### src/rtl/stream_prbs_pkg.sv
// Shared definitions for the stream PRBS-31 generator.
// Holds the FSM state type, the PRBS-31 taps, the default seed and
// the 32-step lane advance function used by every lane.
package stream_prbs_pkg;

  typedef enum logic [1:0] {
    IDLE = 2'd0,
    RUN  = 2'd1,
    DONE = 2'd2
  } state_t;

  // PRBS-31 polynomial x^31 + x^28 + 1, expressed as state bit taps
  localparam int PRBS_TAP_A = 30;
  localparam int PRBS_TAP_B = 27;

  // Used whenever a seed or a per-lane seed would otherwise be all-zero
  localparam logic [30:0] DEFAULT_SEED = 31'h1;

  // Runs the generator 32 steps from state s. The first generated bit
  // lands in word bit 31, the last in bit 0, so the state after the
  // 32 steps is simply the low 31 bits of the returned word.
  function automatic logic [31:0] prbs31_word(input logic [30:0] s);
    logic [30:0] st;
    logic        nb;
    logic [31:0] w;
    st = s;
    w  = '0;
    for (int k = 31; k >= 0; k--) begin
      nb   = st[PRBS_TAP_A] ^ st[PRBS_TAP_B];
      w[k] = nb;
      st   = {st[29:0], nb};
    end
    return w;
  endfunction

endpackage

### src/rtl/stream_prbs_gen_if.sv
// AXI4-Stream style master bus of the PRBS generator.
interface stream_prbs_gen_if #(
  parameter int TDATA_WIDTH = 32
) ();

  logic [TDATA_WIDTH-1:0] M_AXIS_TDATA;
  logic                   M_AXIS_TVALID;
  logic                   M_AXIS_TREADY;

  modport master (
    output M_AXIS_TDATA,
    output M_AXIS_TVALID,
    input  M_AXIS_TREADY
  );

  modport slave (
    input  M_AXIS_TDATA,
    input  M_AXIS_TVALID,
    output M_AXIS_TREADY
  );

endinterface

### src/rtl/stream_prbs_gen_lane.sv
// One 32-bit PRBS-31 lane: 31-bit generator state plus the registered
// output word. A load starts from seed_state, an advance continues from
// the current state; both produce the next 32-bit word in one cycle.
module prbs31_lane
  import stream_prbs_pkg::*;
(
  input  logic        clk,
  input  logic        areset,
  input  logic        load,
  input  logic        advance,
  input  logic [30:0] seed_state,
  output logic [31:0] word
);

  logic [30:0] state;
  logic [31:0] next_word;

  // Next word comes from the fresh seed on load, otherwise from the live state
  always_comb begin
    next_word = prbs31_word(load ? seed_state : state);
  end

  // Register the new word and keep its low 31 bits as the generator state
  always_ff @(posedge clk) begin
    if (areset) begin
      state <= DEFAULT_SEED;
      word  <= '0;
    end else if (load || advance) begin
      state <= next_word[30:0];
      word  <= next_word;
    end
  end

endmodule

### src/rtl/stream_prbs_gen.sv
// Multi-lane PRBS-31 stream source.
// start loads the lane seeds and streams num_words beats (0 = forever);
// stop ends the stream at the next accepted beat.
// Optional build macro STREAM_PRBS_GEN_ERR_INJECT_EN adds an inject input
// that flips bit 0 of lane 0 on the next beat without disturbing the PRBS.
module stream_prbs_gen
  import stream_prbs_pkg::*;
#(
  parameter int TDATA_WIDTH = 32
) (
  input  logic                     clk,
  input  logic                     areset,
  input  logic                     start,
  input  logic                     stop,
  input  logic [30:0]              seed,
  input  logic [31:0]              num_words,
`ifdef STREAM_PRBS_GEN_ERR_INJECT_EN
  input  logic                     inject,
`endif
  stream_prbs_gen_if.master        m_axis,
  output logic                     busy,
  output logic                     done,
  output logic [31:0]              sent_count
);

  localparam int NLINKS = TDATA_WIDTH / 32;

  state_t                 state;
  logic                   tvalid;
  logic                   stop_pending;
  logic [31:0]            words_target;
  logic                   load;
  logic                   fire;
  logic [30:0]            seed_eff;
  logic [TDATA_WIDTH-1:0] lane_words;

  assign load     = start && (state != RUN);
  assign fire     = tvalid && m_axis.M_AXIS_TREADY;
  assign seed_eff = (seed == 31'd0) ? DEFAULT_SEED : seed;

  for (genvar i = 0; i < NLINKS; i++) begin : g_lane
    logic [30:0] lane_seed;

    // Each lane starts from seed ^ lane index, never from the all-zero state
    always_comb begin
      lane_seed = seed_eff ^ 31'(i);
      if (lane_seed == 31'd0) lane_seed = DEFAULT_SEED;
    end

    prbs31_lane u_lane (
      .clk        (clk),
      .areset     (areset),
      .load       (load),
      .advance    (fire),
      .seed_state (lane_seed),
      .word       (lane_words[32*i +: 32])
    );
  end

  // Control FSM: owns the beat counter, the stop latch and the status outputs
  always_ff @(posedge clk) begin
    if (areset) begin
      state        <= IDLE;
      tvalid       <= 1'b0;
      busy         <= 1'b0;
      done         <= 1'b0;
      stop_pending <= 1'b0;
      words_target <= '0;
      sent_count   <= '0;
    end else begin
      case (state)
        IDLE, DONE: begin
          if (start) begin
            state        <= RUN;
            tvalid       <= 1'b1;
            busy         <= 1'b1;
            done         <= 1'b0;
            stop_pending <= 1'b0;
            words_target <= num_words;
            sent_count   <= '0;
          end
        end
        RUN: begin
          if (stop) stop_pending <= 1'b1;
          if (fire) begin
            sent_count <= sent_count + 32'd1;
            if ((words_target != 32'd0) && (sent_count + 32'd1 == words_target)) begin
              state  <= DONE;
              tvalid <= 1'b0;
              busy   <= 1'b0;
              done   <= 1'b1;
            end else if (stop || stop_pending) begin
              state        <= IDLE;
              tvalid       <= 1'b0;
              busy         <= 1'b0;
              stop_pending <= 1'b0;
            end
          end
        end
        default: begin
          state  <= IDLE;
          tvalid <= 1'b0;
          busy   <= 1'b0;
          done   <= 1'b0;
        end
      endcase
    end
  end

  assign m_axis.M_AXIS_TVALID = tvalid;

`ifdef STREAM_PRBS_GEN_ERR_INJECT_EN
  logic inject_pending;
  logic flip;

  // Hold an inject request until the next beat is loaded, then mark that beat
  always_ff @(posedge clk) begin
    if (areset) begin
      inject_pending <= 1'b0;
      flip           <= 1'b0;
    end else if (load || fire) begin
      flip           <= inject_pending || inject;
      inject_pending <= 1'b0;
    end else if (inject) begin
      inject_pending <= 1'b1;
    end
  end

  assign m_axis.M_AXIS_TDATA = lane_words ^ TDATA_WIDTH'(flip);
`else
  assign m_axis.M_AXIS_TDATA = lane_words;
`endif

endmodule

### src/flat_wrapper.sv
// flat-port wrapper written by rule: the top's interface ports become plain ports
module stream_prbs_gen_flat import stream_prbs_pkg::*;
#(
  parameter int TDATA_WIDTH = 32
)
  (clk, areset, start, stop, seed, num_words, busy, done, sent_count, m_axis_M_AXIS_TDATA, m_axis_M_AXIS_TVALID, m_axis_M_AXIS_TREADY);
  stream_prbs_gen_if #(.TDATA_WIDTH(TDATA_WIDTH)) m_axis_i ();
  input  logic clk;
  input  logic areset;
  input  logic start;
  input  logic stop;
  input  logic [30:0] seed;
  input  logic [31:0] num_words;
  output logic busy;
  output logic done;
  output logic [31:0] sent_count;
  output wire logic [$bits(m_axis_i.M_AXIS_TDATA)-1:0] m_axis_M_AXIS_TDATA;
  output wire logic [$bits(m_axis_i.M_AXIS_TVALID)-1:0] m_axis_M_AXIS_TVALID;
  input wire logic [$bits(m_axis_i.M_AXIS_TREADY)-1:0] m_axis_M_AXIS_TREADY;
  assign m_axis_M_AXIS_TDATA = m_axis_i.M_AXIS_TDATA;
  assign m_axis_M_AXIS_TVALID = m_axis_i.M_AXIS_TVALID;
  assign m_axis_i.M_AXIS_TREADY = m_axis_M_AXIS_TREADY;
  stream_prbs_gen #(.TDATA_WIDTH(TDATA_WIDTH)) u_core (.clk(clk), .areset(areset), .start(start), .stop(stop), .seed(seed), .num_words(num_words), .m_axis(m_axis_i), .busy(busy), .done(done), .sent_count(sent_count));
endmodule
### config.mk
export PLATFORM = sky130hd
export DESIGN_NAME = stream_prbs_gen_flat
export DESIGN_NICKNAME = d
export VERILOG_FILES = /design/src/rtl/stream_prbs_pkg.sv /design/src/rtl/stream_prbs_gen_if.sv /design/src/rtl/stream_prbs_gen_lane.sv /design/src/rtl/stream_prbs_gen.sv /design/src/flat_wrapper.sv
export SDC_FILE = /design/constraint.sdc
export NUM_CORES = 1
export LEC_CHECK = 0
export CORE_ASPECT_RATIO = 0.5
export CORE_MARGIN = 2
export CORE_UTILIZATION = 55
export CTS_CLUSTER_DIAMETER = 120
export CTS_CLUSTER_SIZE = 28
export DETAILED_ROUTE_END_ITERATION = 10
export PLACE_DENSITY = 0.83
export SLEW_MARGIN = 20
export SYNTH_ARGS = -nofsm -noshare
export SYNTH_HDL_FRONTEND = slang
export SYNTH_SLANG_ARGS = --single-unit
export TNS_END_PERCENT = 1
### constraint.sdc
create_clock -name clk -period 6.65 [get_ports clk]
set_input_delay 0.9975 -clock clk [delete_from_list [all_inputs] [get_ports clk]]
set_output_delay 0.9975 -clock clk [all_outputs]
set_load 0.01 [all_outputs]
# --- After elaboration in Yosys (flattened, before gate mapping) ---
# Cells that the tools add are included.
classes:
  n_eq_ne: 8
  n_reduce_logical: 16
  n_addsub: 1
  muxes: 25
  bitwise_logic: 32
ops:
  columns: ["operator", "n"]
  rows:
  - ["$mux 31", 3]
  - ["$mux 32", 2]
  - ["$pmux 32 s2", 1]
  - ["$logic_not 31->1", 2]
  - ["$add 32x1->32 const B", 1]
  - ["$eq 32x32->1", 1]
  - ["$reduce_bool 32->1", 1]
  - ["$xor 1x1->1", 32]
  - ["$mux 1", 11]
  - ["$reduce_and 3->1", 3]
  - ["$mux 2", 4]
  - ["$pmux 1 s2", 3]
  - ["$ne 2x1->1 const B", 2]
  - ["$ne 2x2->1 const B", 2]
  - ["$pmux 2 s2", 1]
  - ["$reduce_and 2->1", 2]
  - ["$logic_and 1x1->1", 3]
  - ["$ne 3x1->1 const B", 1]
  - ["$eq 2x1->1 const B", 1]
  - ["$eq 2x2->1 const B", 1]
  - ["$logic_not 2->1", 1]
  - ["$logic_or 1x1->1", 2]
  - ["$reduce_bool 2->1", 1]
  - ["$reduce_or 2->1", 1]
word_totals:
  out_inout_bits: 67
  register_bits: 132
  inputBits: 68

# --- Logic depth before layout (Yosys ltp) ---
# Gate-level depths: netlist (run 1).
depth:
  ltp_word: 7
  ltp_mapped: 9
  ltp_nobuf: 8

# --- Hierarchy ---
# From an unflattened synthesis (run 1), not the netlist that was laid out.
hier_totals:
  hier_cells: 869
  area_unflattened_um2: 6500.0
by_module_without_submodules:
  columns: ["module", "area_each_um2", "instances", "cells_each"]
  rows:
  - ["stream_prbs_gen", 4311.6, 1, 597]
  - ["prbs31_lane", 2188.3, 1, 272]

# --- Worst setup path after synthesis (run 1) ---
# OpenSTA, ideal clock, no wires.
synth_path:
  path_type: "reg-to-reg"
  from: "reg u_core.sent_count[10]"
  to: "reg u_core.tvalid, in the netlist u_core.m_axis.M_AXIS_TVALID"
  path_slack_ns: 3.679
  setup_ns: 0.116
  t_arrival_ns: 2.855
  required_ns: 6.534
  stages_incl_launch_ff: 10
  n_path_buf: 2
  cell_sequence: "dfxtp_1 -> clkbuf_1 -> nand4_1 -> or4_1 -> clkbuf_1 -> or4_1 -> xnor2_1 -> a2111oi_1 -> nand4_2 -> a31o_1"
synth_via:
  elab_chain_len: 6
  word_cells_on_any_way: 8
  classes_between: "add/sub: 1; eq/ne: 2; mux: 3; reduce/logical: 2"
synth_rtl:
  columns: ["element", "line", "rtl"]
  rows:
  - ["start, declared", "stream_prbs_gen.sv:23", "output logic [31:0] sent_count"]
  - ["start signal, assigned", "stream_prbs_gen.sv:86", "sent_count <= sent_count + 32'd1;"]
  - ["$add 32x1->32 (*)", "stream_prbs_gen.sv:87", "if ((words_target != 32'd0) && (sent_count + 32'd1 == words_target)) begin"]
  - ["$eq 32x32->1 (*)", "stream_prbs_gen.sv:87", null]
  - ["$logic_and 1x1->1 (*)", "stream_prbs_gen.sv:87", null]
  - ["$mux 1", "stream_prbs_gen.sv:87", null]
  - ["$mux 1", "stream_prbs_gen.sv:85", "if (fire) begin"]
  - ["$pmux 1 s2", "stream_prbs_gen.sv:71", "case (state)"]
  - ["end signal, assigned", "stream_prbs_gen.sv:75", "tvalid <= 1'b1;"]
  - ["end signal, assigned", "stream_prbs_gen.sv:89", "tvalid <= 1'b0;"]
  - ["end signal, assigned", "stream_prbs_gen.sv:94", "tvalid <= 1'b0;"]
  - ["end, declared", "stream_prbs_gen.sv:29", "logic tvalid;"]
# Every way passes the cells marked *; elsewhere a longest branch is shown, timed or not. The select of a mux whose other input is x is not followed.
# A chain may end at the register's enable or synchronous reset.

# --- Worst setup path in the final report (run 1) ---
layout_path:
  from: "reg u_core.sent_count[0]"
  to: "reg u_core.tvalid, in the netlist u_core.m_axis.M_AXIS_TVALID"
# Same word-level chain as after synthesis.

==> results of run 1 <==
final cells by class:
cell class | count | area [um2] | share of cell area
Sequential cell | 102 | 2040 | 0.257
Multi-Input combinational cell | 684 | 3950 | 0.497
Inverter | 9 | 33.8 | 0.00426
Clock inverter | 6 | 72.6 | 0.00914
Tap cell | 165 | 206 | 0.0260
Clock buffer | 10 | 239 | 0.0301
Timing Repair Buffer | 142 | 1400 | 0.176
synthesized netlist by cell type (6+ instances only):
cell type and instances:
sky130_fd_sc_hd__nand4_1 21, sky130_fd_sc_hd__nor4_1 26, sky130_fd_sc_hd__nand3_1 57, sky130_fd_sc_hd__or4_1 10, sky130_fd_sc_hd__o21ai_0 66, sky130_fd_sc_hd__a21oi_1 94
sky130_fd_sc_hd__xor2_1 24, sky130_fd_sc_hd__nor2_1 64, sky130_fd_sc_hd__nor3_1 16, sky130_fd_sc_hd__nand2_1 136, sky130_fd_sc_hd__clkbuf_1 51, sky130_fd_sc_hd__and4_1 7
sky130_fd_sc_hd__a31oi_1 7, sky130_fd_sc_hd__dfxtp_1 102, sky130_fd_sc_hd__xnor2_1 53, sky130_fd_sc_hd__or3_1 6, sky130_fd_sc_hd__inv_1 9, sky130_fd_sc_hd__a211oi_1 12
sky130_fd_sc_hd__buf_4 35, sky130_fd_sc_hd__buf_2 10
sequential cells by signal (all words and copies together) (netlist names):
| register | cells |
|---|---|
| u_core.m_axis.M_AXIS_TVALID | 1 |
| u_core.stop_pending | 1 |
| u_core.words_target | 32 |
| u_core.sent_count | 32 |
| u_core.g_lane.u_lane.word | 32 |
| u_core.g_lane.u_lane.state | 1 |
| u_core.done | 1 |
| u_core.state | 2 |
stage by stage:
step / total power, mW / instances / worst slack (ps) / utilization
after global routing: 1.75 / 1118 / 3040 / 0.678
after detailed placement: 1.12 / 1102 / 3250 / 0.652
after global placement: 1.12 / 1102 / 3320 / 0.652
final: 1.68 / 1118 / 3170 / 0.678
after CTS: 1.68 / 1118 / 3240 / 0.678
after floorplan: 0.983 / 895 / 3680 / -
path summary, 6_finish.rpt:
kind                            depth (start not counted)                     endpoint  slack [ps]                     from
worst max register to register                          8  u_core.m_axis.M_AXIS_TVALID        3170     u_core.sent_count[0]
worst min-delay path                                    2      u_core.words_target[25]         490  u_core.words_target[25]
worst min register to register                          2      u_core.words_target[25]         490  u_core.words_target[25]
worst max-delay path                                    8  u_core.m_axis.M_AXIS_TVALID        3170     u_core.sent_count[0]
kinds of logic (layout without fill, tap and decap cells):
family,after synthesis,after routing,synth area share
adder cells (fa/ha/maj),1,1,0.00191
XOR/XNOR,77,77,0.103
AO/OA/AOI/OAI,223,223,0.203
buffers and inverters,109,167,0.0869
flip-flops,102,102,0.312
AND/OR/NAND/NOR,383,383,0.294
worst max-delay path: stages (launching register included):
cell	delay [ps]
sky130_fd_sc_hd__dfxtp_1	510
sky130_fd_sc_hd__ha_1	480
sky130_fd_sc_hd__nand3_1	120
sky130_fd_sc_hd__or4_1	530
sky130_fd_sc_hd__or4_1	570
sky130_fd_sc_hd__xnor2_1	150
sky130_fd_sc_hd__a2111oi_1	400
sky130_fd_sc_hd__nand4_2	310
sky130_fd_sc_hd__a31o_1	290
routing by layer:
layer  global-route usage  up-vias
met4               0.0676        0
met3               0.0672       28
met5                    0        -
met1                0.418     3134
li1                     -     3260
met2                0.479      389
power groups by stage:
stage | clock network [mW] | registers, mW | logic [mW]
finish | 0.562 | 0.715 | 0.401
global route | 0.586 | 0.721 | 0.442
CTS | 0.565 | 0.713 | 0.400
detailed placement | 0 | 0.726 | 0.398
global placement | 0 | 0.724 | 0.392
floorplan | 0 | 0.706 | 0.277
==> report_table.html, run 1 <==
<table>
<tr><th>Metric</th><th>Value</th></tr>
<tr><th colspan="2">Clock network</th></tr>
<tr><td>Number of buffers inserted during clock tree synthesis</td><td>9</td></tr>
<tr><td>CTS max path bufs</td><td>2</td></tr>
<tr><td>Clk Latency, worst-skew pair</td><td>around 350 ps</td></tr>
<tr><td>CTS tree</td><td>yes</td></tr>
<tr><td>Clock-pin slew of the registers on the worst-case setup and hold paths</td><td>70 ps</td></tr>
<tr><td>Number of clock sinks</td><td>102</td></tr>
<tr><td>Maximum level of the CTS H-tree</td><td>3</td></tr>
<tr><td>Post CTS Setup Buffer Count</td><td>0</td></tr>
<tr><td>Number of buffers added to fix hold violations after cts</td><td>0</td></tr>
<tr><td>Root buffer cell</td><td>sky130_fd_sc_hd__clkbuf_16</td></tr>
<tr><td>Cts repair resizes</td><td>0</td></tr>
<tr><th colspan="2">Drt</th></tr>
<tr><td>Vias per cell</td><td>roughly 6.1</td></tr>
<tr><td>Met2 layer wire length in the routed design</td><td>8600 um</td></tr>
<tr><td>Iteration-0 DRC Markers</td><td>around 650</td></tr>
<tr><td>WL per Instance</td><td>17.4 um</td></tr>
<tr><td>Top routing layer in use</td><td>met4</td></tr>
<tr><td>Total iterations of the first detailed-routing run</td><td>5</td></tr>
<tr><td>Detail Route met3 WL</td><td>just over 2000 um</td></tr>
<tr><td>Routed length on met1</td><td>8510 um</td></tr>
<tr><td>Number of vias in the routed layout</td><td>a little under 7000</td></tr>
<tr><td>Antenna violation net count after detailed routing</td><td>0</td></tr>
<tr><td>Count of unresolved DRC violations after routing</td><td>0</td></tr>
<tr><td>Overall routed net length</td><td>around 19000 um</td></tr>
<tr><th colspan="2">Synthesis</th></tr>
<tr><td>Number of distinct library cell variants in the gate-level netlist after synthesis</td><td>68</td></tr>
<tr><td>Top post-synthesis cells by area</td><td>sky130_fd_sc_hd__dfxtp_1 31%, sky130_fd_sc_hd__nand2_1 7.8%, sky130_fd_sc_hd__a21oi_1 7.2%, sky130_fd_sc_hd__xnor2_1 7.1%, sky130_fd_sc_hd__o21ai_0 5.0%</td></tr>
<tr><td>Post-Syn Instances</td><td>895</td></tr>
<tr><td>Number of register bits inferred by synthesis</td><td>just over 100</td></tr>
<tr><td>Synth warn</td><td>0</td></tr>
<tr><td>Share of synthesized area occupied by flip-flops and latches</td><td>0.312</td></tr>
<tr><td>Area share of the largest cell type after synthesis</td><td>0.312</td></tr>
<tr><td>Post-Synthesis Net Count</td><td>roughly 960</td></tr>
<tr><td>Share of flip-flops with an asynchronous set or reset</td><td>0</td></tr>
<tr><td>Post-synthesis average cell area</td><td>about 7.3 um2</td></tr>
<tr><td>Number of flops mapped to enable cells by yosys</td><td>0</td></tr>
<tr><td>Post-synth top area cell</td><td>sky130_fd_sc_hd__dfxtp_1</td></tr>
<tr><td>Top_reg_cell synth</td><td>sky130_fd_sc_hd__dfxtp_1</td></tr>
<tr><td>Mapped cell area</td><td>roughly 6600 um2</td></tr>
<tr><th colspan="2">Floorplanning</th></tr>
<tr><td>Standard cell core area</td><td>11700 um2</td></tr>
<tr><td>I/O pin count</td><td>approximately 140</td></tr>
<tr><td>Number of standard-cell rows in the floorplan</td><td>28</td></tr>
<tr><td>Die boundary width</td><td>158 um</td></tr>
<tr><td>Full die area</td><td>between 10000 and 15000 um2</td></tr>
<tr><td>Die Ht</td><td>81.2 um</td></tr>
<tr><td>Starting Density</td><td>0.560</td></tr>
<tr><th colspan="2">Power and ir drop</th></tr>
<tr><td>Switching power of the nets</td><td>approximately 0.53 mW</td></tr>
<tr><td>Internal power of the cells</td><td>around 1.2 mW</td></tr>
<tr><td>Leakage component of the power</td><td>around 2.6 nW</td></tr>
<tr><td>Power per cell area</td><td>about 210 nW/um2</td></tr>
<tr><td>Flop pwr share</td><td>0.426</td></tr>
<tr><td>Logic gate share of total power</td><td>0.239</td></tr>
<tr><td>Share of total power consumed by net switching</td><td>0.314</td></tr>
<tr><td>Worst IR Drop VDD</td><td>0.119 mV</td></tr>
<tr><td>Clock network fraction of total power</td><td>0.335</td></tr>
<tr><th colspan="2">Timing</th></tr>
<tr><td>Final Cycle Share</td><td>0.523</td></tr>
<tr><td>Headroom to the max-slew limit</td><td>0.265</td></tr>
<tr><td>Achievable frequency</td><td>0.288 GHz</td></tr>
<tr><td>Final clock skew</td><td>approximately 15 ps</td></tr>
<tr><td>RSZ-0062 raised after global routing</td><td>false</td></tr>
<tr><td>Total negative slack for setup checks</td><td>0 ps</td></tr>
<tr><td>Final max-slew violation count</td><td>0</td></tr>
<tr><td>Hold Fails Final Rpt</td><td>0</td></tr>
<tr><td># setup viols final</td><td>0</td></tr>
<tr><td>Worst Max-Slew Pin Slew</td><td>~1100 ps</td></tr>
<tr><td>Final critical path time including I/O delays and setup</td><td>about 3500 ps</td></tr>
<tr><td>Worst hold slack</td><td>487 ps</td></tr>
<tr><th colspan="2">Min path</th></tr>
<tr><td>Worst hold path class</td><td>reg -&gt; reg</td></tr>
<tr><th colspan="2">Critical path</th></tr>
<tr><td>Critical Path Fanout Max</td><td>12</td></tr>
<tr><td>Crit path required time</td><td>6890 ps</td></tr>
<tr><td>Arrival time of data at the critical path endpoint</td><td>about 3700 ps</td></tr>
<tr><td>Crit end category</td><td>flop</td></tr>
<tr><td>Kind of critical path</td><td>reg -&gt; reg</td></tr>
<tr><td>Kind of launch point of the worst setup path</td><td>flop</td></tr>
<tr><th colspan="2">Global route</th></tr>
<tr><td>Largest net degree at the start of global routing</td><td>about 110</td></tr>
<tr><td>Wire length of the first global-routing pass</td><td>slightly above 30000 um</td></tr>
<tr><td>Aggregate global-route resource usage</td><td>0.300</td></tr>
<tr><td>Total global routing overflow</td><td>0</td></tr>
<tr><td>Initial antenna violation count</td><td>0</td></tr>
<tr><td>Via count of the first global-routing pass</td><td>5898</td></tr>
<tr><th colspan="2">Cells and area</th></tr>
<tr><td>Share of post-route cells with drive strength above 1</td><td>0.0462</td></tr>
<tr><td>Area overhead of the layout relative to synthesis</td><td>21.2%</td></tr>
<tr><td>Fill cell count</td><td>slightly above 1000</td></tr>
<tr><td>Diode count</td><td>0</td></tr>
<tr><td>Total non-filler cell area in the finished layout</td><td>between 7000 and 8000 um2</td></tr>
<tr><td>Number of nets at the end of the flow</td><td>1017</td></tr>
<tr><td>Leading cell type in the layout, fill and taps excluded</td><td>sky130_fd_sc_hd__nand2_1</td></tr>
<tr><td>Commonest cells after routing, fill and taps aside</td><td>136 x sky130_fd_sc_hd__nand2_1, 133 x sky130_fd_sc_hd__clkdlybuf4s50_1, 102 x sky130_fd_sc_hd__dfxtp_1, 93 x sky130_fd_sc_hd__a21oi_1, 65 x sky130_fd_sc_hd__o21ai_0</td></tr>
<tr><th colspan="2">Flow run</th></tr>
<tr><td>Number of maximum-capacitance violations</td><td>0</td></tr>
<tr><th colspan="2">Place</th></tr>
<tr><td>Placed Instance Area</td><td>7630 um2</td></tr>
<tr><td>Last weighted congestion value of the routability-driven placer</td><td>around 1.0</td></tr>
<tr><td>Placed wire-length estimate</td><td>13700 um</td></tr>
<tr><td>Port buffer count</td><td>around 130</td></tr>
<tr><th colspan="2">Run status</th></tr>
<tr><td>Run status</td><td>completed</td></tr>
</table>
Note: power is estimated with default switching activity, not from simulation.
==> inputs of run 2 (changes only) <==
- CORE_UTILIZATION: 55 -> 47
- PLACE_DENSITY: 0.83 -> 0.75
- clock period: 6.65 -> 3 ns (I/O delays scaled with it)
==> run 2 against run 1 <==
  * Final cell count up 6.0%
  * Die area up 16%
  * Sequential share of layout area down 1.1 points
  * Clock power up 110%
  * Worst hold slack about the same
  * Count of clock-buffer cells in the layout down 1
  * Critical path depth unchanged
  * Setup slack worse by 3000 ps
  * Critical path type unchanged
==> report_table.html, run 2 (synthesis results as in run 1) <==
<table>
<tr><th>Metric</th><th>Value</th></tr>
<tr><th colspan="2">Place</th></tr>
<tr><td>Port buffer count</td><td>134 (unchanged)</td></tr>
<tr><td>Placed Instance Area</td><td>7970 um2 (+4.5%)</td></tr>
<tr><td>Count of placed standard cells including taps</td><td>1169 (+6.1%)</td></tr>
<tr><td>Placement-stage worst setup slack</td><td>101 ps (-3150 ps)</td></tr>
<tr><td>Last weighted congestion value of the routability-driven placer</td><td>0.967 (-6.5%)</td></tr>
<tr><td>Placed wire-length estimate</td><td>15300 um (+12%)</td></tr>
<tr><th colspan="2">Floorplanning</th></tr>
<tr><td>Starting Density</td><td>0.482 (-0.0777)</td></tr>
<tr><td>Die Ht</td><td>87.5 um (+7.8%)</td></tr>
<tr><td>I/O pin count</td><td>135 (unchanged)</td></tr>
<tr><td>Number of standard-cell rows in the floorplan</td><td>30 (+7.1%)</td></tr>
<tr><td>Die boundary width</td><td>171 um (+8.0%)</td></tr>
<tr><td>Full die area</td><td>15000 um2 (+16%)</td></tr>
<tr><td>Standard cell core area</td><td>13600 um2 (+16%)</td></tr>
<tr><th colspan="2">Power and ir drop</th></tr>
<tr><td>Clock network fraction of total power</td><td>0.317 (-0.018)</td></tr>
<tr><td>Switching power of the nets</td><td>1.19 mW (+130%)</td></tr>
<tr><td>Flop pwr share</td><td>0.432 (+0.006)</td></tr>
<tr><td>Worst IR Drop VDD</td><td>0.267 mV (+120%)</td></tr>
<tr><td>Internal power of the cells</td><td>2.47 mW (+110%)</td></tr>
<tr><td>Power per cell area</td><td>442 nW/um2 (+110%)</td></tr>
<tr><td>Share of total power consumed by net switching</td><td>0.325 (+0.0113)</td></tr>
<tr><td>Logic gate share of total power</td><td>0.251 (+0.012)</td></tr>
<tr><td>Leakage component of the power</td><td>2.81 nW (+8.5%)</td></tr>
<tr><td>Power consumption</td><td>3.66 mW (+120%)</td></tr>
<tr><th colspan="2">Global route</th></tr>
<tr><td>Total global routing overflow</td><td>0 (unchanged)</td></tr>
<tr><td>Wire length of the first global-routing pass</td><td>33000 um (+8.8%)</td></tr>
<tr><td>Largest net degree at the start of global routing</td><td>107 (unchanged)</td></tr>
<tr><td>Initial antenna violation count</td><td>0 (unchanged)</td></tr>
<tr><td>Via count of the first global-routing pass</td><td>6301 (+6.8%)</td></tr>
<tr><td>Aggregate global-route resource usage</td><td>0.279 (-0.0211)</td></tr>
<tr><th colspan="2">Clock network</th></tr>
<tr><td>Clock-pin slew of the registers on the worst-case setup and hold paths</td><td>80 ps (about the same)</td></tr>
<tr><td>Clk Latency, worst-skew pair</td><td>350 ps (about the same)</td></tr>
<tr><td>Root buffer cell</td><td>sky130_fd_sc_hd__clkbuf_16</td></tr>
<tr><td>CTS max path bufs</td><td>2 (unchanged)</td></tr>
<tr><td>Number of buffers inserted during clock tree synthesis</td><td>9 (unchanged)</td></tr>
<tr><td>Maximum level of the CTS H-tree</td><td>3 (unchanged)</td></tr>
<tr><td>Number of buffers added to fix hold violations after cts</td><td>0 (unchanged)</td></tr>
<tr><td>CTS tree</td><td>yes</td></tr>
<tr><td>Number of clock sinks</td><td>102 (unchanged)</td></tr>
<tr><th colspan="2">Cells and area</th></tr>
<tr><td>Area overhead of the layout relative to synthesis</td><td>26.5%</td></tr>
<tr><td>Share of post-route cells with drive strength above 1</td><td>0.0856 (+0.0394)</td></tr>
<tr><td>Total non-filler cell area in the finished layout</td><td>8290 um2 (+4.4%)</td></tr>
<tr><td>Biggest regs</td><td>u_core.g_lane.u_lane.word: 32 flops, u_core.sent_count: 32 flops, u_core.words_target: 32 flops</td></tr>
<tr><td>Number of nets at the end of the flow</td><td>1057 (+3.9%)</td></tr>
<tr><td>Leading cell type in the layout, fill and taps excluded</td><td>sky130_fd_sc_hd__nand2_1</td></tr>
<tr><td>Commonest cells after routing, fill and taps aside</td><td>136 x sky130_fd_sc_hd__nand2_1, 133 x sky130_fd_sc_hd__clkdlybuf4s50_1, 102 x sky130_fd_sc_hd__dfxtp_1, 93 x sky130_fd_sc_hd__a21oi_1, 65 x sky130_fd_sc_hd__o21ai_0</td></tr>
<tr><td>Final standard cell utilization of the core</td><td>0.610 (-0.0686)</td></tr>
<tr><td>Diode count</td><td>0 (unchanged)</td></tr>
<tr><td>Fin cells</td><td>1185 (+6.0%)</td></tr>
<tr><th colspan="2">Run status</th></tr>
<tr><td>Run status</td><td>completed</td></tr>
<tr><th colspan="2">Timing</th></tr>
<tr><td>Worst hold slack</td><td>487 ps (-0.0360 ps)</td></tr>
<tr><td>Worst Max-Slew Pin Slew</td><td>1120 ps (+20.4 ps)</td></tr>
<tr><td>Total negative slack for setup checks</td><td>0 ps (unchanged)</td></tr>
<tr><td>Final clock skew</td><td>10.8 ps (-4.70 ps)</td></tr>
<tr><td>Final Cycle Share</td><td>0.957 (+0.434)</td></tr>
<tr><td>Setup WS post-layout</td><td>129 ps (-3040 ps)</td></tr>
<tr><td># setup viols final</td><td>0 (unchanged)</td></tr>
<tr><td>Achievable frequency</td><td>0.348 GHz (+21%)</td></tr>
<tr><td>RSZ-0062 raised after global routing</td><td>false</td></tr>
<tr><td>Final max-slew violation count</td><td>0 (unchanged)</td></tr>
<tr><td>Hold Fails Final Rpt</td><td>0 (unchanged)</td></tr>
<tr><td>Final critical path time including I/O delays and setup</td><td>2870 ps (-606 ps)</td></tr>
<tr><td>Headroom to the max-slew limit</td><td>0.249 (-0.0164)</td></tr>
<tr><th colspan="2">Critical path</th></tr>
<tr><td>Kind of launch point of the worst setup path</td><td>flop</td></tr>
<tr><td>Arrival time of data at the critical path endpoint</td><td>3110 ps (-610 ps)</td></tr>
<tr><td>CP Cell Sequence</td><td>buf_4, nand4_4, or4_4, nor4_4, a211oi_1, a2111oi_4, nand4_4, a31o_1</td></tr>
<tr><td>Crit path required time</td><td>3240 ps (-3650 ps)</td></tr>
<tr><td>Crit-path most repeated cell</td><td>sky130_fd_sc_hd__nand4_4</td></tr>
<tr><td>Cell with the biggest individual delay on the critical path</td><td>sky130_fd_sc_hd__or4_4</td></tr>
<tr><td>Number of cells on the worst reg-to-reg path</td><td>8 (unchanged)</td></tr>
<tr><td>Kind of critical path</td><td>reg -&gt; reg</td></tr>
<tr><td>Delay of the slowest cell on the worst path</td><td>630 ps (+60 ps)</td></tr>
<tr><td>Crit end category</td><td>flop</td></tr>
<tr><td>Critical Path Fanout Max</td><td>12 (unchanged)</td></tr>
<tr><th colspan="2">Drt</th></tr>
<tr><td>Count of unresolved DRC violations after routing</td><td>0 (unchanged)</td></tr>
<tr><td>Iteration-0 DRC Markers</td><td>556 (-14%)</td></tr>
<tr><td>Top routing layer in use</td><td>met4</td></tr>
<tr><td>WL per Instance</td><td>17.4 um (+0.52%)</td></tr>
<tr><td>Overall routed net length</td><td>20700 um (+6.5%)</td></tr>
<tr><td>Detail Route met3 WL</td><td>1710 um (-17%)</td></tr>
<tr><td>Routed length on met1</td><td>9280 um (+9.1%)</td></tr>
<tr><td>Vias per cell</td><td>5.93 (-2.6%)</td></tr>
<tr><td>Met2 layer wire length in the routed design</td><td>9330 um (+8.6%)</td></tr>
<tr><td>Total iterations of the first detailed-routing run</td><td>5 (unchanged)</td></tr>
<tr><td>Number of vias in the routed layout</td><td>7031 (+3.2%)</td></tr>
<tr><td>Antenna violation net count after detailed routing</td><td>0 (unchanged)</td></tr>
<tr><th colspan="2">Min path</th></tr>
<tr><td>Worst hold path class</td><td>reg -&gt; reg</td></tr>
<tr><td>Number of cells on the worst hold path</td><td>2 (unchanged)</td></tr>
<tr><th colspan="2">Flow run</th></tr>
<tr><td>Number of maximum-capacitance violations</td><td>0 (unchanged)</td></tr>
</table>
-- run 2: final cells by class --
cell class,instances,area [um2]
clock buffer,9,225
tap,192,240
multi-input combinational,684,3970
sequential,102,2040
fill,1273,5300
inverter,9,33.8
timing repair buffer,182,1720
clock inverter,7,61.3
-- run 2: path summary, 6_finish.rpt --
check                               endpoint                       startpoint  slack [ps]
max              u_core.m_axis.M_AXIS_TVALID             u_core.sent_count[3]         130
min          u_core.g_lane[0].u_lane.word[2]  u_core.g_lane[0].u_lane.word[2]         490
max reg2reg      u_core.m_axis.M_AXIS_TVALID             u_core.sent_count[3]         130
min reg2reg  u_core.g_lane[0].u_lane.word[2]  u_core.g_lane[0].u_lane.word[2]         490
-- run 2: power groups by stage --
stage / clock (mW) / sequential, mW / combinational, mW
final: 1.16 / 1.58 / 0.919
after detailed placement: 0 / 1.61 / 0.909
after CTS: 1.18 / 1.58 / 0.913
after global placement: 0 / 1.61 / 0.899
after floorplan: 0 / 1.57 / 0.613
after global routing: 1.23 / 1.60 / 1.01
-- run 2: what timing repair did --
action / CTS / global route
resized for setup: 0 / 3
hold endpoints to repair: 0 / 0
endpoints found under the setup margin: 0 / 5
setup buffers: 0 / 0
-- run 2: worst max-delay path, delay by kind of cell, from the launching register on --
| family | cells | cell delay, ps |
|---|---|---|
| AO/OA/AOI/OAI | 3 | 860 |
| AND/OR/NAND/NOR | 4 | 1360 |
| buffers and inverters | 1 | 190 |
| flip-flops | 1 | 350 |
-- run 2: routing by layer --
| metal | vias up | GRT usage |
|---|---|---|
| met3 | 41 | 0.0486 |
| met1 | 3320 | 0.388 |
| li1 | 3347 | - |
| met4 | 0 | 0.0693 |
| met2 | 323 | 0.452 |
| met5 | - | 0 |
==> inputs of run 3 (changes only) <==
- CORE_MARGIN: 2 -> unset
==> run 3 against run 2 <==
  * Count of clock-buffer cells in the layout unchanged
  * Die area shrank 3.4%
  * Global-route usage increased by 1.4 points
  * Sequential power hardly changed
  * Wire length grew 2.1%
  * Power rose by 5.2%
  * Design area grew 1.4%
  * Sequential cell count stayed put
  * Final cell count increased by 0.68%
  * Non-clock buffer count grew 8
==> report_table.html, run 3 (synthesis results as in run 1) <==
<table>
<tr><th>Metric</th><th>Value</th></tr>
<tr><th colspan="2">Run status</th></tr>
<tr><td>Run status</td><td>completed</td></tr>
<tr><th colspan="2">Timing</th></tr>
<tr><td># setup viols final</td><td>0 (unchanged)</td></tr>
<tr><td>Hold Fails Final Rpt</td><td>0 (unchanged)</td></tr>
<tr><td>Final clock skew</td><td>12.9 ps (+2.14 ps)</td></tr>
<tr><td>Worst Max-Slew Pin Slew</td><td>835 ps (-287 ps)</td></tr>
<tr><td>Final max-slew violation count</td><td>0 (unchanged)</td></tr>
<tr><td>RSZ-0062 raised after global routing</td><td>false</td></tr>
<tr><td>Final critical path time including I/O delays and setup</td><td>2910 ps (+35.7 ps)</td></tr>
<tr><td>Final Cycle Share</td><td>0.969 (+0.0119)</td></tr>
<tr><td>Setup WS post-layout</td><td>93.1 ps (-35.7 ps)</td></tr>
<tr><td>Achievable frequency</td><td>0.344 GHz (-1.2%)</td></tr>
<tr><td>Headroom to the max-slew limit</td><td>0.443 (+0.194)</td></tr>
<tr><th colspan="2">Drt</th></tr>
<tr><td>Overall routed net length</td><td>21100 um (+2.1%)</td></tr>
<tr><td>Number of vias in the routed layout</td><td>7009 (-0.31%)</td></tr>
<tr><td>Total iterations of the first detailed-routing run</td><td>4 (-1)</td></tr>
<tr><td>Vias per cell</td><td>5.88 (-0.98%)</td></tr>
<tr><td>WL per Instance</td><td>17.7 um (+1.4%)</td></tr>
<tr><td>Antenna violation net count after detailed routing</td><td>0 (unchanged)</td></tr>
<tr><td>Iteration-0 DRC Markers</td><td>532 (-4.3%)</td></tr>
<tr><td>Count of unresolved DRC violations after routing</td><td>0 (unchanged)</td></tr>
<tr><th colspan="2">Clock network</th></tr>
<tr><td>Number of buffers inserted during clock tree synthesis</td><td>9 (unchanged)</td></tr>
<tr><td>Maximum level of the CTS H-tree</td><td>3 (unchanged)</td></tr>
<tr><td>Number of buffers added to fix hold violations after cts</td><td>0 (unchanged)</td></tr>
<tr><td>Root buffer cell</td><td>sky130_fd_sc_hd__clkbuf_16</td></tr>
<tr><td>Clock-pin slew of the registers on the worst-case setup and hold paths</td><td>80 ps (about the same)</td></tr>
<tr><td>Clk Latency, worst-skew pair</td><td>360 ps (about the same)</td></tr>
<tr><td>Post CTS Setup Buffer Count</td><td>0 (unchanged)</td></tr>
<tr><td>CTS tree</td><td>yes</td></tr>
<tr><td>Number of clock sinks</td><td>102 (unchanged)</td></tr>
<tr><td>Cts repair resizes</td><td>1 (+1)</td></tr>
<tr><td>CTS max path bufs</td><td>2 (unchanged)</td></tr>
<tr><th colspan="2">Floorplanning</th></tr>
<tr><td>Die Ht</td><td>85.5 um (-2.3%)</td></tr>
<tr><td>Full die area</td><td>14400 um2 (-3.4%)</td></tr>
<tr><td>I/O pin count</td><td>135 (unchanged)</td></tr>
<tr><td>Starting Density</td><td>0.482 (unchanged)</td></tr>
<tr><td>Number of standard-cell rows in the floorplan</td><td>30 (unchanged)</td></tr>
<tr><td>Die boundary width</td><td>169 um (-1.2%)</td></tr>
<tr><td>Standard cell core area</td><td>13600 um2 (unchanged)</td></tr>
<tr><th colspan="2">Min path</th></tr>
<tr><td>Launch point of the worst hold path</td><td>u_core.g_lane[0].u_lane.word[2]</td></tr>
<tr><td>Hold EP</td><td>u_core.g_lane[0].u_lane.word[2]</td></tr>
<tr><td>Worst hold path class</td><td>reg -&gt; reg</td></tr>
<tr><td>Number of cells on the worst hold path</td><td>2 (unchanged)</td></tr>
<tr><th colspan="2">Global route</th></tr>
<tr><td>Aggregate global-route resource usage</td><td>0.293 (+0.0141)</td></tr>
<tr><td>Wire length of the first global-routing pass</td><td>33500 um (+1.5%)</td></tr>
<tr><td>Largest net degree at the start of global routing</td><td>107 (unchanged)</td></tr>
<tr><td>Initial antenna violation count</td><td>0 (unchanged)</td></tr>
<tr><td>Via count of the first global-routing pass</td><td>6316 (+0.24%)</td></tr>
<tr><td>Total global routing overflow</td><td>0 (unchanged)</td></tr>
<tr><th colspan="2">Critical path</th></tr>
<tr><td>Kind of launch point of the worst setup path</td><td>flop</td></tr>
<tr><td>Kind of cell with the highest combined delay on the critical path</td><td>simple AND/OR/NAND/NOR gates</td></tr>
<tr><td>Reg2reg setup slack</td><td>90 ps (-40 ps)</td></tr>
<tr><td>Arrival time of data at the critical path endpoint</td><td>3140 ps (+30 ps)</td></tr>
<tr><td>Worst R2R Start</td><td>u_core.sent_count[0]</td></tr>
<tr><td>Number of cells on the worst reg-to-reg path</td><td>9 (+1)</td></tr>
<tr><td>Kind of critical path</td><td>reg -&gt; reg</td></tr>
<tr><td>Crit end category</td><td>flop</td></tr>
<tr><td>Critical Path Fanout Max</td><td>6 (-6)</td></tr>
<tr><td>Critical path buffers and inverters</td><td>2 (+1)</td></tr>
<tr><td>Cell with the biggest individual delay on the critical path</td><td>sky130_fd_sc_hd__or4_1</td></tr>
<tr><td>FF-to-FF End</td><td>u_core.m_axis.M_AXIS_TVALID</td></tr>
<tr><td>CP Cell Sequence</td><td>ha_1, buf_4, nand3_2, or3_1, or4_1, a2111oi_4, buf_4, nand4_4, a31o_1</td></tr>
<tr><td>Delay of the slowest cell on the worst path</td><td>560 ps (-70 ps)</td></tr>
<tr><td>Crit path required time</td><td>3240 ps (about the same)</td></tr>
<tr><td>Crit-path most repeated cell</td><td>sky130_fd_sc_hd__buf_4</td></tr>
<tr><th colspan="2">Place</th></tr>
<tr><td>Last weighted congestion value of the routability-driven placer</td><td>0.993 (+2.6%)</td></tr>
<tr><td>Placed wire-length estimate</td><td>15400 um (+0.28%)</td></tr>
<tr><td>Placement-stage worst setup slack</td><td>-22.0 ps (-123 ps)</td></tr>
<tr><td>Port buffer count</td><td>134 (unchanged)</td></tr>
<tr><th colspan="2">Power and ir drop</th></tr>
<tr><td>Switching power of the nets</td><td>1.21 mW (+1.4%)</td></tr>
<tr><td>Share of total power consumed by net switching</td><td>0.313 (-0.0118)</td></tr>
<tr><td>Worst IR Drop VDD</td><td>0.388 mV (+45%)</td></tr>
<tr><td>Power consumption</td><td>3.85 mW (+5.2%)</td></tr>
<tr><td>Internal power of the cells</td><td>2.65 mW (+7.1%)</td></tr>
<tr><td>Leakage component of the power</td><td>2.86 nW (+1.9%)</td></tr>
<tr><td>Clock network fraction of total power</td><td>0.347 (+0.030)</td></tr>
<tr><td>Power per cell area</td><td>459 nW/um2 (+3.8%)</td></tr>
<tr><td>Flop pwr share</td><td>0.412 (-0.020)</td></tr>
<tr><td>Logic gate share of total power</td><td>0.241 (-0.010)</td></tr>
<tr><th colspan="2">Cells and area</th></tr>
<tr><td>Area overhead of the layout relative to synthesis</td><td>28.2%</td></tr>
<tr><td>Leading cell type in the layout, fill and taps excluded</td><td>sky130_fd_sc_hd__nand2_1</td></tr>
<tr><td>Number of nets at the end of the flow</td><td>1065 (+0.76%)</td></tr>
<tr><td>Commonest cells after routing, fill and taps aside</td><td>136 x sky130_fd_sc_hd__nand2_1, 133 x sky130_fd_sc_hd__clkdlybuf4s50_1, 102 x sky130_fd_sc_hd__dfxtp_1, 93 x sky130_fd_sc_hd__a21oi_1, 65 x sky130_fd_sc_hd__o21ai_0</td></tr>
<tr><td>Biggest regs</td><td>u_core.g_lane.u_lane.word: 32 flops, u_core.sent_count: 32 flops, u_core.words_target: 32 flops</td></tr>
<tr><td>Diode count</td><td>0 (unchanged)</td></tr>
<tr><td>Fill cell count</td><td>1282 (+0.71%)</td></tr>
<tr><td>Share of post-route cells with drive strength above 1</td><td>0.0939 (+0.00831)</td></tr>
<tr><th colspan="2">Flow run</th></tr>
<tr><td>Number of maximum-capacitance violations</td><td>0 (unchanged)</td></tr>
</table>
-- run 3: worst max-delay path by stage --
stage	start	to	slack [ps]	cells after the start
3_3_place_gp	u_core.sent_count[0]	u_core.m_axis.M_AXIS_TVALID	2	9
4_1_cts	u_core.sent_count[0]	u_core.m_axis.M_AXIS_TVALID	20	9
6_report	u_core.sent_count[0]	u_core.m_axis.M_AXIS_TVALID	90	9
5_1_grt	u_core.sent_count[18]	u_core.m_axis.M_AXIS_TVALID	10	7
3_5_place_dp	u_core.sent_count[0]	u_core.m_axis.M_AXIS_TVALID	-20	9
2_1_floorplan	u_core.sent_count[10]	u_core.m_axis.M_AXIS_TVALID	30	9
-- run 3: stage by stage --
stage | utilization | instance area [um2] | hold slack, ps | instances | setup TNS (ps)
after floorplan | - | 6550 | 445 | 895 | 0
after global placement | 0.591 | 8030 | 467 | 1177 | 0
after detailed placement | 0.591 | 8040 | 470 | 1177 | -32.8
after CTS | 0.616 | 8380 | 482 | 1193 | 0
after global routing | 0.618 | 8400 | 501 | 1193 | 0
final | 0.618 | 8400 | 477 | 1193 | 0
-- run 3: worst min-delay path, stage by stage, from the launching register on --
cell                      delay, ps
sky130_fd_sc_hd__dfxtp_1        330
sky130_fd_sc_hd__nand2_1         60
sky130_fd_sc_hd__a21oi_1         50
-- run 3: layer usage --
layer	vias to the layer above	share of wire	track usage
met4	0	0.012	0.0595
li1	3352	-	-
met3	23	0.078	0.0508
met5	-	0	0
met2	295	0.45	0.470
met1	3339	0.46	0.414
-- run 3: area by class of cell --
class	instances	area (um2)	share of cell area
multi-input cells	684	3980	0.473
clock inverters	7	109	0.0130
repair buffers	190	1780	0.211
flip-flops and latches	102	2040	0.243
clock buffers	9	225	0.0268
inverters	9	33.8	0.00402
well taps	192	240	0.0286
-- run 3: power groups by stage --
stage               Combinational, mW  Sequential (mW)  Clock, mW
floorplan                       0.613             1.57          0
global placement                0.903             1.61          0
detailed placement              0.914             1.61          0
CTS                             0.923             1.58       1.35
global route                     1.02             1.60       1.41
finish                          0.929             1.59       1.34
